$ cat src/rtl/cpu_defs.sv
// Shared CPU definitions: data-bridge FSM encoding, bus size codes and the
// kseg0/kseg1 address-translation constants.
package cpu_defs;

    typedef enum logic [1:0] {
        StIdle = 2'd0,
        StAddr = 2'd1,
        StData = 2'd2,
        StHold = 2'd3
    } bridge_state_e;

    localparam logic [1:0] SizeByte = 2'd0;
    localparam logic [1:0] SizeHalf = 2'd1;
    localparam logic [1:0] SizeWord = 2'd2;

    // kseg0/kseg1 (0x8000_0000-0xBFFF_FFFF) share top bits 2'b10 and map to
    // physical memory by clearing bits [31:29].
    localparam logic [1:0]  KsegSel  = 2'b10;
    localparam logic [31:0] KsegMask = 32'h1FFF_FFFF;

    function automatic logic is_kseg(input logic [31:0] vaddr);
        return vaddr[31:30] == KsegSel;
    endfunction

endpackage

$ cat src/rtl/addr_map.sv
// Purely combinational virtual-to-physical translation for the data bus.
module addr_map
    import cpu_defs::*;
(
    input  logic [31:0] vaddr,
    output logic [31:0] paddr
);

    always_comb begin
        paddr = vaddr;
        if (is_kseg(vaddr)) begin
            paddr = vaddr & KsegMask;
        end
    end

endmodule

$ cat src/rtl/dmem_bridge.sv
// M-stage data-memory bridge: turns a pipeline load/store into one request on
// the addr_ok/data_ok bus and stalls the pipeline until the response arrives.
module dmem_bridge
    import cpu_defs::*;
(
    input  logic        clk,
    input  logic        rst,
    input  logic        mem_en,
    input  logic [3:0]  mem_wen,
    input  logic [1:0]  mem_size,
    input  logic [31:0] mem_addr,
    input  logic [31:0] mem_wdata,
    input  logic        pipe_stall,
    output logic [31:0] mem_rdata,
    output logic        stall_mem,
    output logic        data_req,
    output logic        data_wr,
    output logic [1:0]  data_size,
    output logic [31:0] data_addr,
    output logic [31:0] data_wdata,
    input  logic        data_addr_ok,
    input  logic        data_data_ok,
    input  logic [31:0] data_rdata
);

    bridge_state_e state_q, state_d;
    logic          wr_q, wr_d;
    logic [1:0]    size_q, size_d;
    logic [31:0]   addr_q, addr_d;
    logic [31:0]   wdata_q, wdata_d;
    logic [31:0]   rdata_q, rdata_d;

    logic          req_c;
    logic          stall_c;
    logic          bus_wr_c;
    logic [1:0]    bus_size_c;
    logic [31:0]   bus_vaddr_c;
    logic [31:0]   bus_wdata_c;
    logic [31:0]   bus_paddr;

    always_comb begin
        state_d     = state_q;
        wr_d        = wr_q;
        size_d      = size_q;
        addr_d      = addr_q;
        wdata_d     = wdata_q;
        rdata_d     = rdata_q;
        req_c       = 1'b0;
        stall_c     = 1'b0;
        bus_wr_c    = wr_q;
        bus_size_c  = size_q;
        bus_vaddr_c = addr_q;
        bus_wdata_c = wdata_q;

        case (state_q)
            StIdle: begin
                if (mem_en) begin
                    // Request goes out in the same cycle, straight from the pipeline.
                    state_d     = StAddr;
                    wr_d        = |mem_wen;
                    size_d      = mem_size;
                    addr_d      = mem_addr;
                    wdata_d     = mem_wdata;
                    req_c       = 1'b1;
                    stall_c     = 1'b1;
                    bus_wr_c    = |mem_wen;
                    bus_size_c  = mem_size;
                    bus_vaddr_c = mem_addr;
                    bus_wdata_c = mem_wdata;
                end
            end
            StAddr: begin
                req_c   = 1'b1;
                stall_c = 1'b1;
                if (data_addr_ok) begin
                    if (data_data_ok) begin
                        state_d = StHold;
                        rdata_d = data_rdata;
                    end else begin
                        state_d = StData;
                    end
                end
            end
            StData: begin
                stall_c = 1'b1;
                if (data_data_ok) begin
                    state_d = StHold;
                    rdata_d = data_rdata;
                end
            end
            StHold: begin
                // Wait for the frozen instruction to leave M before accepting another.
                if (!pipe_stall) begin
                    state_d = StIdle;
                end
            end
            default: begin
                state_d = StIdle;
            end
        endcase
    end

    addr_map u_addr_map (
        .vaddr (bus_vaddr_c),
        .paddr (bus_paddr)
    );

    // The IDLE path is combinational from the pipeline, so reset must gate it too.
    assign data_req   = rst & req_c;
    assign stall_mem  = rst & stall_c;
    assign data_wr    = rst & bus_wr_c;
    assign data_size  = rst ? bus_size_c  : 2'd0;
    assign data_addr  = rst ? bus_paddr   : 32'd0;
    assign data_wdata = rst ? bus_wdata_c : 32'd0;
    assign mem_rdata  = rdata_q;

    always_ff @(posedge clk or negedge rst) begin
        if (!rst) begin
            state_q <= StIdle;
            wr_q    <= 1'b0;
            size_q  <= 2'd0;
            addr_q  <= 32'd0;
            wdata_q <= 32'd0;
            rdata_q <= 32'd0;
        end else begin
            state_q <= state_d;
            wr_q    <= wr_d;
            size_q  <= size_d;
            addr_q  <= addr_d;
            wdata_q <= wdata_d;
            rdata_q <= rdata_d;
        end
    end

endmodule
$ cat config.mk
export PLATFORM = sky130hd
export DESIGN_NAME = dmem_bridge
export DESIGN_NICKNAME = d
export VERILOG_FILES = /design/src/rtl/cpu_defs.sv /design/src/rtl/addr_map.sv /design/src/rtl/dmem_bridge.sv
export SDC_FILE = /design/constraint.sdc
export NUM_CORES = 1
export LEC_CHECK = 0
export BUFFER_PORTS_ARGS = -buffer_cell sky130_fd_sc_hd__buf_2
export CAP_MARGIN = 25
export CORE_AREA = 8 8 134 86
export CTS_CLUSTER_DIAMETER = 100
export CTS_CLUSTER_SIZE = 20
export DETAILED_ROUTE_END_ITERATION = 12
export DIE_AREA = 0 0 142 94
export GPL_TIMING_DRIVEN = 1
export PLACE_DENSITY_LB_ADDON = 0.15
export REMOVE_ABC_BUFFERS = 1
export SLEW_MARGIN = 20
export SYNTH_ARGS = -nofsm -noshare
export SYNTH_HDL_FRONTEND = slang
export SYNTH_HIERARCHICAL = 1
export SYNTH_SLANG_ARGS = --single-unit
$ cat constraint.sdc
create_clock -name clk -period 4.1 [get_ports clk]
set_input_delay 1.23 -clock clk [delete_from_list [all_inputs] [get_ports clk]]
set_output_delay 1.23 -clock clk [all_outputs]
set_load 0.02 [all_outputs]
# ---- Word level (Yosys, flattened, before mapping)
# Index checks and enable logic that the tools add are counted.
dict set report totals {
  output_inout_bits 101
  romBits 0
  in_bits 108
  ram_bits 0
  reg_bits 101
  latch_bits 0
  mem_count 0
  elab_cells 47
}
dict set report op_classes {
  n_div 0
  order_cmp 0
  n_eq_ne 8
  mul 0
  mux 24
  n_reduce_logical 6
  n_bitwise 3
  addsub 0
  shifts 0
}
# cell count
set op_table {}
lappend op_table {{two-way mux 32 bit} 9}
lappend op_table {{case mux 32 bit (2 select lines)} 1}
lappend op_table {{two-way mux 2 bit} 7}
lappend op_table {{!= test 2 bit (second input constant)} 4}
lappend op_table {{case mux 2 bit (4 select lines)} 1}
lappend op_table {{== test 2 bit (second input constant)} 3}
lappend op_table {{two-way mux 1 bit} 4}
lappend op_table {{case mux 1 bit (2 select lines)} 2}
lappend op_table {{AND reduction 4 bit} 1}
lappend op_table {{OR reduction 4 bit} 1}
lappend op_table {{AND 1 bit} 3}
lappend op_table {{== test 2 x 1 -> 1 bit (second input constant)} 1}
lappend op_table {{logical NOT 2 bit} 1}
lappend op_table {{AND reduction 2 bit} 1}
lappend op_table {{nonzero test 2 bit} 1}
lappend op_table {{OR reduction 2 bit} 1}

# ---- Longest topological paths before layout
dict set report logic_depth {
  word_depth 5
  ltp_mapped 9
  mapped_depth_nobuf 7
}

# ---- Hierarchy
# Netlist, hierarchy kept.
# mod area_per_inst_um2 seq_area_each_um2 instances cells_per_inst
set modules_own_cells {}
lappend modules_own_cells {dmem_bridge 4513.1 2527.4 1 313}
lappend modules_own_cells {addr_map 244.0 0.0 1 33}

# ---- Least setup slack after synthesis
# OpenSTA, ideal clock, no wires.
dict set report synth_timing {
  path_kind {input -> output}
  start {in mem_en}
  end {out data_addr[31]}
  arrival_time_ns 2.384
  slack_ns 0.486
  required_time_ns 2.870
  cell_stages 6
  path_cell_list {nand2_2 buf_6 buf_6 mux2_2 and2_2 and2_1}
}
dict set report synth_via {
  elab_chain_len 5
}
# item line_no
set synth_lines {}
lappend synth_lines {{start, declared} dmem_bridge.sv:8} ;# input logic mem_en,
lappend synth_lines {{two-way mux 32 bit (*)} dmem_bridge.sv:57} ;# if (mem_en) begin
lappend synth_lines {{two-way mux 32 bit (*)} dmem_bridge.sv:55} ;# case (state_q)
lappend synth_lines {{== test 2 bit} cpu_defs.sv:22} ;# return vaddr[31:30] == KsegSel;
lappend synth_lines {{two-way mux 32 bit (*)} addr_map.sv:11} ;# if (is_kseg(vaddr)) begin
lappend synth_lines {{net bus_paddr[31]} dmem_bridge.sv:39} ;# logic [31:0] bus_paddr;
lappend synth_lines {{two-way mux 32 bit (*)} dmem_bridge.sv:113} ;# assign data_addr = rst ? bus_paddr : 32'd0;
lappend synth_lines {{end, declared} dmem_bridge.sv:19} ;# output logic [31:0] data_addr,
# Mark *: on every way through the listed nets, which the timed path passes. The rest lies on a longest branch.

# ---- Worst setup path in the final report
dict set report layout_timing {
  start {in mem_en}
  end {out data_addr[18]}
}
dict set report layout_via {
  elab_chain_len 4
}
# item line_no
set layout_lines {}
lappend layout_lines {{two-way mux 32 bit} dmem_bridge.sv:57}
lappend layout_lines {{two-way mux 32 bit} dmem_bridge.sv:55}
lappend layout_lines {{two-way mux 32 bit} addr_map.sv:11}
lappend layout_lines {{two-way mux 32 bit} dmem_bridge.sv:113}
# No other way between the ends.

==> impl_metrics.env <==
export IMPL_vias=3059
export IMPL_yosys_cell_types_count=23
export IMPL_postCtsHoldBufs=0
export IMPL_ys_ff_latch=101
export IMPL_synthTopCellsByCount="101 x dfrtp_1, 67 x and2_1, 66 x mux2_2"
export IMPL_num_rows=28
export IMPL_track_usage_pct=16.73
export IMPL_fillers=781
export IMPL_p_total_uw=4790
export IMPL_drtIter0Drc=90
export IMPL_die_y_um=94
export IMPL_synth_area_leader_cell="dfrtp_1"
export IMPL_cts_sinks=101
export IMPL_core_area_sq_um=9564
export IMPL_async_flop_share_pct=100.0
export IMPL_skew_ps=3.230
export IMPL_die_w_um=142
export IMPL_clk_pin_slew_ps=70
export IMPL_worstPathRequired_ps=2870
export IMPL_drtPass1Iterations=4
export IMPL_synthFlopType="dfrtp_1"
export IMPL_hold_viol=0
export IMPL_diodes=0
export IMPL_grt_pass1_wl_mm=17.35
export IMPL_synthTopCellsByArea="dfrtp_1 53%, mux2_2 16%, mux2_4 10%, and2_1 8.8%, buf_4 4.6%"
export IMPL_maxCapViolCount=0
export IMPL_drt_total_wl_mm=11.25
export IMPL_fin_crit_sh_pct=91.34
export IMPL_finalInstanceArea_sq_um=6043
export IMPL_wl_per_cell_um=16.87
export IMPL_final_nets=642
export IMPL_grt_max_degree=54
export IMPL_post_route_min_period_ps=3745
export IMPL_drv_slew=0
export IMPL_grt_pass1_vias=3318
export IMPL_crit_fanout=28
export IMPL_vias_per_cell=4.586
export IMPL_p_leak_uw=0.003170
export IMPL_start_util_pct=49.74
export IMPL_synth_seq_area_share_pct=53.13
export IMPL_cts_made_buffers=9
export IMPL_die_area_sq_um=13350
export IMPL_rsz0062_at_grt="false"
export IMPL_yosysWarningCount=6
export IMPL_portBuffers=208
export IMPL_synth_edf_count=0
export IMPL_startpoint="mem_en"
export IMPL_insertion_delay_ps=340
export IMPL_endpoint_kind="output port"
export IMPL_avgSynthCellArea_sq_um=13.75
export IMPL_syn_inst=346
export IMPL_holdWs_ps=487.3
export IMPL_setup_viol=0
export IMPL_drtAntennaViolNets=0
export IMPL_tightest_slew_ps=432.5
export IMPL_peakVddDrop_uv=375.2
export IMPL_r2r_start="state_q[1]"
export IMPL_timing_fmax_mhz=267.0
export IMPL_post_route_drc_count=0
export IMPL_antenna_found_initial=0
export IMPL_syn_area_sq_um=4757
export IMPL_cts_buffer_depth=2
export IMPL_hpwl_mm=8.716
export IMPL_place_gp_congestion=0.7952
export IMPL_cts_tree="yes"
export IMPL_cts_htree_levels=3
export IMPL_placed_area_sq_um=5751
export IMPL_start_kind="primary input"
export IMPL_ios=209
export IMPL_syn_to_final_growth_pct=27.04
export IMPL_clockRootBuffer="clkbuf_16"
export IMPL_overflow=0
export IMPL_drive_gt1_share_pct=62.78
export IMPL_synth_most_common_cell="dfrtp_1"
export IMPL_critPathArrivalTime_ps=2510
export IMPL_cts_resized=0
export IMPL_power_density_nw_per_um2=792.7
export IMPL_outcome="complete, no violations"
export IMPL_min_path_type="reg2reg"
export IMPL_min_from="wr_q"
export IMPL_critPathKind="in2out"
export IMPL_rrSetupSlack_ps=2120
export IMPL_relSlewSlack_pct=70.42
export IMPL_yosys_area_top_type_share_pct=53.13
export IMPL_post_cts_buffers=0
[critical path: stages]
cell     delay (ps)
buf_2           130
nand2_4         190
buf_12          270
mux2_2          380
and2_1          150
buf_2           150
[metal layers]
metal	GRT usage (%)	wire, um
met1	20.16	4826
met2	25.87	5122
met3	8.524	1160
met4	4.800	144
met5	0	0
[sequential cells by signal, summed over array words and instances (netlist names)]
signal,flops
addr_q,32
mem_rdata,32
wdata_q,32
size_q,2
state_q,2
wr_q,1
[logic make-up after synthesis]
kind of cell | Yosys count | share of synthesized area (%)
buffers and inverters | 51 | 7.496
AO/OA/AOI/OAI | 10 | 1.447
AND/OR/NAND/NOR | 78 | 10.05
flip-flops | 101 | 53.13
multiplexers | 99 | 26.04
adder cells (fa/ha/maj) | 7 | 1.841
[through the flow]
step,util [%],std cells,TNS [ps],setup slack (ps)
after floorplan,-,299,-1797,-236.1
after global placement,60.13,651,0,365.3
after detailed placement,60.13,651,0,342.6
after CTS,63.19,667,0,341.0
after global routing,63.19,667,0,288.6
final,63.19,667,0,355.0
[cell type report]
type / instances / area (sq um) / area share (%)
well taps: 135 / 168.9 / 2.795
flip-flops and latches: 101 / 2527 / 41.82
clock inverters: 6 / 63.81 / 1.056
inverters: 4 / 15.01 / 0.2484
repair buffers: 217 / 1161 / 19.21
multi-input cells: 194 / 1878 / 31.08
clock buffers: 10 / 229.0 / 3.789
[final timing paths]
path                                 end  depth (start not counted)
max in group asynchronous  mem_rdata[18]                          2
hold / removal                      wr_q                          2
setup / recovery           data_addr[18]                          6
setup reg to reg           mem_rdata[16]                          7
hold reg to reg                     wr_q                          2
min in group asynchronous     state_q[1]                          1
[power by group]
group          leakage, uW  switching [uW]  internal (uW)
sequential         0.00119             176           1510
combinational      0.00184            1180           1090
clock             0.000138             363            472
[cells in the final DEF, fill, tap and decap left out, types with 2 or more instances in the layout]
master	Yosys	final
clkinv_2	0	2
buf_4	29	6
buf_2	3	207
clkinvlp_4	0	2
dfrtp_1	101	101
buf_12	0	4
a21oi_1	2	2
clkbuf_16	0	9
mux2_2	66	66
nand2_1	5	5
mux2_4	33	33
inv_1	4	4
ha_1	7	7
o21ai_0	3	3
and2_1	67	67
nand2b_1	2	2
Note: power is estimated with default switching activity, not from simulation.
